$ cat src/rtl/mac_dot_pkg.sv
// Shared types and constants for the dot-product MAC controller.
// Holds the controller FSM state enum and operand/product widths.
// No logic; imported by mac_dot_acc and mac_dot_ctrl.
package mac_dot_pkg;

    localparam int PROD_W = 16;
    localparam int OPND_W = 8;

    typedef enum logic [1:0] {
        IDLE  = 2'd0,
        RUN   = 2'd1,
        DRAIN = 2'd2,
        DONE  = 2'd3
    } state_t;

endpackage

$ cat src/rtl/mac_dot_acc.sv
// Product register plus wide accumulator with sticky overflow (saturation under MAC_DOT_SATURATE_EN).
// Latency: product registered 1 cycle after i_ld, accumulated on the following edge.
// Backpressure: none; the controller only asserts i_ld on accepted pairs.
module mac_dot_acc
    import mac_dot_pkg::*;
#(
    parameter int ACC_W = 16   // must be >= PROD_W
) (
    input  logic              i_clk,
    input  logic              i_rst_n,
    input  logic              i_clr,
    input  logic              i_ld,
    input  logic [OPND_W-1:0] i_a,
    input  logic [OPND_W-1:0] i_b,
    output logic [ACC_W-1:0]  o_acc,
    output logic              o_ovf
);

    logic [PROD_W-1:0] r_prod;
    logic              r_pv;
    logic [ACC_W-1:0]  r_acc;
    logic              r_ovf;

    logic [PROD_W-1:0] w_prod;
    logic [ACC_W:0]    w_sum;

    // Operands are zero-extended so the multiply is evaluated at full product width.
    assign w_prod = {{(PROD_W-OPND_W){1'b0}}, i_a} * {{(PROD_W-OPND_W){1'b0}}, i_b};
    // One spare bit on top captures the carry-out of the accumulate.
    assign w_sum  = {1'b0, r_acc} + {{(ACC_W+1-PROD_W){1'b0}}, r_prod};

    // Product stage and accumulator; clear wins so a new job never sees stale state.
    always_ff @(posedge i_clk or negedge i_rst_n) begin
        if (!i_rst_n) begin
            r_prod <= '0;
            r_pv   <= 1'b0;
            r_acc  <= '0;
            r_ovf  <= 1'b0;
        end else if (i_clr) begin
            r_prod <= '0;
            r_pv   <= 1'b0;
            r_acc  <= '0;
            r_ovf  <= 1'b0;
        end else begin
            r_pv <= i_ld;
            if (i_ld) begin
                r_prod <= w_prod;
            end
            if (r_pv) begin
                if (w_sum[ACC_W]) begin
                    r_ovf <= 1'b1;
`ifdef MAC_DOT_SATURATE_EN
                    r_acc <= '1;
`else
                    r_acc <= w_sum[ACC_W-1:0];
`endif
                end else begin
                    r_acc <= w_sum[ACC_W-1:0];
                end
            end
        end
    end

    assign o_acc = r_acc;
    assign o_ovf = r_ovf;

endmodule

$ cat src/rtl/mac_dot_ctrl.sv
// Dot-product job controller: counts len_m1+1 operand pairs into mac_dot_acc, presents result (MAC_DOT_SATURATE_EN selects saturation).
// Latency: res_valid first asserts 2 cycles after the final pair handshake (one DRAIN cycle).
// Backpressure: in_valid gaps stall the job; result held in DONE until res_ready.
module mac_dot_ctrl
    import mac_dot_pkg::*;
#(
    parameter int LEN_W = 4,
    parameter int ACC_W = 16
) (
    input  logic              i_clk,
    input  logic              i_rst_n,
    input  logic              i_start,
    input  logic [LEN_W-1:0]  i_len_m1,
    input  logic              i_in_valid,
    output logic              o_in_ready,
    input  logic [OPND_W-1:0] i_in_a,
    input  logic [OPND_W-1:0] i_in_b,
    output logic              o_res_valid,
    input  logic              i_res_ready,
    output logic [ACC_W-1:0]  o_res_data,
    output logic              o_res_ovf,
    output logic              o_busy
);

    state_t           r_state;
    logic [LEN_W-1:0] r_len;
    logic [LEN_W-1:0] r_cnt;
    logic             r_in_ready;
    logic             r_res_valid;
    logic             r_busy;

    logic             w_accept;
    logic             w_last;
    logic             w_clr;
    logic [ACC_W-1:0] w_acc;
    logic             w_ovf;

    assign w_accept = r_in_ready & i_in_valid;
    assign w_last   = w_accept & (r_cnt == r_len);
    // Accumulator clears on job start and again on result handshake so IDLE shows no stale flag.
    assign w_clr    = ((r_state == IDLE) & i_start) | ((r_state == DONE) & i_res_ready);

    // Job FSM with registered handshake and status outputs.
    always_ff @(posedge i_clk or negedge i_rst_n) begin
        if (!i_rst_n) begin
            r_state     <= IDLE;
            r_len       <= '0;
            r_cnt       <= '0;
            r_in_ready  <= 1'b0;
            r_res_valid <= 1'b0;
            r_busy      <= 1'b0;
        end else begin
            case (r_state)
                IDLE: begin
                    if (i_start) begin
                        r_len      <= i_len_m1;
                        r_cnt      <= '0;
                        r_in_ready <= 1'b1;
                        r_busy     <= 1'b1;
                        r_state    <= RUN;
                    end
                end
                RUN: begin
                    if (w_last) begin
                        r_in_ready <= 1'b0;
                        r_state    <= DRAIN;
                    end else if (w_accept) begin
                        r_cnt <= r_cnt + LEN_W'(1);
                    end
                end
                DRAIN: begin
                    r_res_valid <= 1'b1;
                    r_state     <= DONE;
                end
                DONE: begin
                    if (i_res_ready) begin
                        r_res_valid <= 1'b0;
                        r_busy      <= 1'b0;
                        r_cnt       <= '0;
                        r_state     <= IDLE;
                    end
                end
                default: begin
                    r_in_ready  <= 1'b0;
                    r_res_valid <= 1'b0;
                    r_busy      <= 1'b0;
                    r_state     <= IDLE;
                end
            endcase
        end
    end

    mac_dot_acc #(
        .ACC_W (ACC_W)
    ) u_acc (
        .i_clk   (i_clk),
        .i_rst_n (i_rst_n),
        .i_clr   (w_clr),
        .i_ld    (w_accept),
        .i_a     (i_in_a),
        .i_b     (i_in_b),
        .o_acc   (w_acc),
        .o_ovf   (w_ovf)
    );

    assign o_in_ready  = r_in_ready;
    assign o_res_valid = r_res_valid;
    assign o_res_data  = r_res_valid ? w_acc : '0;
    assign o_res_ovf   = w_ovf;
    assign o_busy      = r_busy;

endmodule
$ cat config.mk
export PLATFORM = sky130hd
export DESIGN_NAME = mac_dot_ctrl
export DESIGN_NICKNAME = d
export VERILOG_FILES = /design/src/rtl/mac_dot_pkg.sv /design/src/rtl/mac_dot_acc.sv /design/src/rtl/mac_dot_ctrl.sv
export SDC_FILE = /design/constraint.sdc
export NUM_CORES = 1
export LEC_CHECK = 0
export BUFFER_PORTS_ARGS = -buffer_cell sky130_fd_sc_hd__clkbuf_2
export CORE_ASPECT_RATIO = 0.5
export CORE_MARGIN = 2
export CORE_UTILIZATION = 55
export DETAILED_ROUTE_END_ITERATION = 8
export PLACE_DENSITY_LB_ADDON = 0.15
export SETUP_SLACK_MARGIN = 0.02
export SYNTH_ARGS = -nofsm -noshare
export SYNTH_HDL_FRONTEND = slang
export SYNTH_SLANG_ARGS = --single-unit
export TNS_END_PERCENT = 10
$ cat constraint.sdc
create_clock -name i_clk -period 2.3 [get_ports i_clk]
set_input_delay 0.115 -clock i_clk [delete_from_list [all_inputs] [get_ports i_clk]]
set_output_delay 0.115 -clock i_clk [all_outputs]
set_load 0.1 [all_outputs]
Word level (Yosys, flattened, before mapping)
Index checks and enable logic that the tools add are counted.
Storage, ports and cells
  input port bits: 25
  register bits after elaboration: 47
  output and inout bits: 20
  logic and storage cells: 66
Cells by class
  add/sub/neg operators: 2
  bitwise logic cells: 5
  multipliers: 1
  eq/ne operators: 9
  reduce and logical (&&, ||, !) cells: 15
  mux-type cells: 24
Operator list (count)
  $mux 16: 5
  $add 16x16->17: 1
  $mul 8x8->16: 1
  $mux 4: 4
  $pmux 4 s3: 1
  $reduce_bool 2->1: 6
  $reduce_and 3->1: 3
  $ne 2x2->1 const B: 4
  $pmux 2 s4: 1
  $mux 1: 7
  $mux 2: 3
  $pmux 1 s2: 3
  $reduce_and 2->1: 3
  $reduce_and 5->1: 1
  $add 4x1->4 const B: 1
  $and 1x1->1: 4
  $eq 2x2->1 const B: 2
  $eq 4x4->1: 1
  $reduce_bool 3->1: 1
  $eq 2x1->1 const B: 1
  $logic_not 2->1: 1
  $ne 2x1->1 const B: 1
  $or 1x1->1: 1

Logic depth before layout (Yosys ltp)
  word-level depth: 5
  mapped depth: 16
  mapped depth without buffers: 16

Cells and area by module
From an unflattened synthesis, not the netlist that was laid out.
Second synthesis, totals
  cell total of the unflattened synthesis: 559
  area, all modules: 5114.9 um2
Modules (own cells, without submodules)
  mac_dot_acc: cells each 452, area each 4161.5 um2, instances 1, seq. area each 850.8 um2
  mac_dot_ctrl: cells each 107, area each 953.4 um2, instances 1, seq. area each 325.3 um2

Worst setup path before layout
OpenSTA, ideal clock, no wires.
  kind: input -> register
  start point: input i_in_a[0]
  end point: register u_acc.r_prod[14]
  data required time: 2175 ps
  cell stages on the path: 15
  data arrival time: 3688 ps
  path slack: -1514 ps
  setup time: 125 ps
  buffers on the path: 0
  cells stage by stage: nand2_1 -> fa_1 -> fa_1 -> inv_1 -> fa_1 -> inv_1 -> fa_1 -> inv_1 -> ha_1 -> a21oi_1 -> nor2_1 -> a2111o_1 -> a21oi_1 -> xor2_1 -> o21ai_1
On the way
  word-level cells in the longest chain between the ends: 3
Ends and longest elaborated chain
  start: declaration: RTL line mac_dot_ctrl.sv:16  | input logic [OPND_W-1:0] i_in_a,
  $mul 8x8->16: RTL line mac_dot_acc.sv:28  | assign w_prod = {{(PROD_W-OPND_W){1'b0}}, i_a} * {{(PROD_W-OPND_W){1'b0}}, i_b};
  $mux 16: RTL line mac_dot_acc.sv:46  | if (i_ld) begin
  $mux 16: RTL line mac_dot_acc.sv:39  | end else if (i_clr) begin
  end signal: assignment: RTL line mac_dot_acc.sv:47  | r_prod <= w_prod;
  end: declaration: RTL line mac_dot_acc.sv:19  | logic [PROD_W-1:0] r_prod;
No other way between the ends. The select of a mux whose other input is x is not followed.
A chain may end at the register's enable or synchronous reset.

Final worst setup path
  start point: input i_in_b[5]
  end point: register u_acc.r_prod[15]
On the way
  word-level cells in the longest chain between the ends: 3
Ends and longest elaborated chain
  start: declaration: RTL line mac_dot_ctrl.sv:17  | input logic [OPND_W-1:0] i_in_b,
  $mul 8x8->16: RTL line mac_dot_acc.sv:28
  $mux 16: RTL line mac_dot_acc.sv:46
  $mux 16: RTL line mac_dot_acc.sv:39
No other way between the ends. The select of a mux whose other input is x is not followed.

==> flow_summary.json <==
{
  "status": "complete, but fails checks",
  "violations": "setup timing",
  "synth_seq_cells": 47,
  "synth_area_um2": 5040,
  "cts_tree": "built",
  "dieArea_um2": 9990,
  "synth_ff_type": "dfrtp_1",
  "worst_slack_ns": -1.24,
  "rows": 24,
  "max_cap_violations": 0,
  "grt_setup_unrepaired": "true",
  "fmax_ghz": 0.282,
  "ir_drop_mv": 1.35,
  "post_cts_buffers": 0,
  "crit_path_max_fanout": 7,
  "drc": 0,
  "critPathKind": "input pin to flip-flop",
  "reg2reg_to": "u_acc.o_acc[14]$_DFFE_PN0P_",
  "powerDensity_nw_per_um2": 1280,
  "rr_startpoint": "u_acc.r_prod[0]$_DFFE_PN0P_",
  "avgSynthCellArea_um2": 9.06,
  "grt_max_degree": 30,
  "r2r_setup_slack_ns": 0.09,
  "syn_to_final_growth_pct": 22.5,
  "finalSetupViolations": 12,
  "vias": 4101,
  "gp_congestion": 0.913,
  "rr_worst_depth": 8,
  "yosysMostFrequentCell": "and2_1",
  "drt_iter0_drc": 178,
  "synth.distinct_cells": 54,
  "drtPass1Iterations": 4,
  "slew_headroom": 0.515,
  "hold_viol": 0,
  "via_per_inst": 5.28,
  "leakage_nw": 3.04,
  "nNetsFinal": 779,
  "h-tree-depth": 2,
  "io_pins": 45,
  "die_w_um": 139,
  "ant_nets": 0,
  "dieHeight_um": 71.7,
  "finalInstanceArea_um2": 6170,
  "synth_top_family_by_area": "adder cells",
  "yosysTopAreaCell": "dfrtp_1",
  "synthTopCellsByArea": "dfrtp_1, fa_1, ha_1",
  "synth_top_area_frac": 0.233,
  "cts.sinks": 47,
  "whs_ns": 0.0543,
  "place_area_um2": 5920,
  "synth-simple-area-share": 0.197,
  "synth_xor_area_frac": 0.0400,
  "portBuffers": 44,
  "start_util": 0.573,
  "final.min_clock_period_ns": 3.54,
  "grt_usage": 0.233,
  "hold_depth": 2,
  "path_clk_slew_ns": 0.07,
  "grt_antenna_before_repair": 0,
  "core_um2": 8800,
  "skew_ns": 0.00621,
  "drv_slew": 0,
  "overflow": 0,
  "hpwl_um": 9130,
  "wl_per_cell_um": 14.0,
  "drive_above_1_share": 0.259,
  "clock_latency_ns": 0.29,
  "hold_start": "i_len_m1[2]",
  "synth_edf_count": 0,
  "cts_root_buf": "clkbuf_16",
  "end_kind": "flip-flop",
  "crit_path_start_kind": "input pin",
  "seq_area_frac_synth": 0.233,
  "async_flop_share": 1.00,
  "synth-compound-area-share": 0.156,
  "netlist_top_cells_count": "and2_1, nand2_1, ha_1",
  "worstPathRequired_ns": 2.46,
  "syn_inst": 556,
  "synth_mux_area_frac": 0.0313,
  "wl_um": 10900,
  "min_to": "r_len[2]$_DFFE_PN0P_",
  "grt_first_pass_wirelength_um": 18900,
  "numCtsBuffers": 5,
  "fin_crit_sh": 1.54,
  "diodes": 0,
  "cp.arrival_ns": 3.70,
  "clockBufferDepth": 2,
  "hp-class": "input pin to flip-flop",
  "max_slew.worst_pin.slew_ns": 0.727,
  "ys_warn_count": 0,
  "synth_fa_ha_area_frac": 0.291,
  "grt_pass1_vias": 4036,
  "synth_nets": 676
}
==> critical path: stages <==
cell	delay [ns]
clkbuf_2	0.14
and2_1	0.20
fa_2	0.58
fa_2	0.44
fa_1	0.49
inv_1	0.05
fa_1	0.48
inv_2	0.04
ha_4	0.28
o21a_1	0.19
o21ai_1	0.10
o21ai_1	0.21
nor4b_2	0.07
or3_1	0.30
==> placed cells by master, fill, tap and decap left out, types with 8 or more instances in the layout <==
| cell type | count |
|---|---|
| and2_1 | 67 |
| buf_4 | 60 |
| nand2_1 | 58 |
| inv_1 | 52 |
| ha_1 | 50 |
| dfrtp_1 | 47 |
| clkbuf_2 | 41 |
| a21oi_1 | 32 |
| fa_1 | 31 |
| nor2_1 | 26 |
| o21ai_0 | 19 |
| xnor2_1 | 14 |
| nand3_1 | 9 |
| nor3_1 | 9 |
| mux2i_1 | 9 |
| a211oi_1 | 8 |
| xor2_1 | 8 |
| o21ai_1 | 8 |
==> routing by layer <==
metal / up-vias / GRT usage / share of wire
li1: 2090 / - / -
met1: 1941 / 0.333 / 0.52
met5: - / 0 / 0
met3: 5 / 0.0254 / 0.031
met2: 65 / 0.391 / 0.44
met4: 0 / 0.0460 / 0.0066
==> stage by stage <==
step | worst slack [ns] | util | cells | setup TNS [ns] | total power (W)
after global placement | -1.51 | 0.673 | 768 | -14.64 | 0.00695
after CTS | -1.24 | 0.697 | 777 | -10.98 | 0.00789
final | -1.24 | 0.702 | 777 | -11.06 | 0.00792
after global routing | -1.37 | 0.702 | 777 | -12.87 | 0.00857
after detailed placement | -1.55 | 0.673 | 768 | -15.37 | 0.00706
after floorplan | -1.17 | - | 556 | -10.63 | 0.00567
==> registers in the layout, summed over array words and instances, names as in the netlist <==
name          cells
o_busy            1
o_in_ready        1
o_res_valid       1
r_cnt             4
r_len             4
r_state           2
u_acc.o_acc      16
u_acc.o_ovf       1
u_acc.r_prod     16
u_acc.r_pv        1
==> timing repair <==
action	4_1_cts	5_1_grt
endpoints found under the setup margin	13	14
pin swaps	5	1
hold buffers	1	0
hold endpoints to repair	28	0
gates resized for setup	16	10
==> power by group <==
| part | switching [W] | internal (W) |
|---|---|---|
| sequential | 0.000309 | 0.00116 |
| combinational | 0.00340 | 0.00231 |
| clock | 0.000307 | 0.000434 |
==> area by class of cell <==
cell class | count | area [um2]
sequential | 47 | 1180
inverter | 57 | 214
timing repair buffer | 105 | 694
fill | 742 | 2620
multi-input combinational | 443 | 3790
clock buffer | 6 | 139
tap | 117 | 146
clock inverter | 2 | 16.3
==> logic make-up (layout without fill, tap and decap cells) <==
logic type | count (synthesis) | in the layout
AOI/OAI and AO/OA | 115 | 115
DFF | 47 | 47
buffers and inverters | 66 | 170
xor gates and xnor gates | 23 | 23
adders and majority gates | 95 | 95
and+or+nand+nor | 195 | 195
muxes | 15 | 15
==> worst max path at each step <==
stage,to,startpoint
4_1_cts,u_acc.r_prod[14]$_DFFE_PN0P_,i_in_b[5]
2_1_floorplan,u_acc.r_prod[14]$_DFFE_PN0P_,i_in_b[2]
3_3_place_gp,u_acc.r_prod[14]$_DFFE_PN0P_,i_in_b[3]
5_1_grt,u_acc.r_prod[14]$_DFFE_PN0P_,i_in_b[4]
6_report,u_acc.r_prod[15]$_DFFE_PN0P_,i_in_b[5]
3_5_place_dp,u_acc.r_prod[14]$_DFFE_PN0P_,i_in_b[3]
No activity file was read; power rests on OpenSTA's default activity.
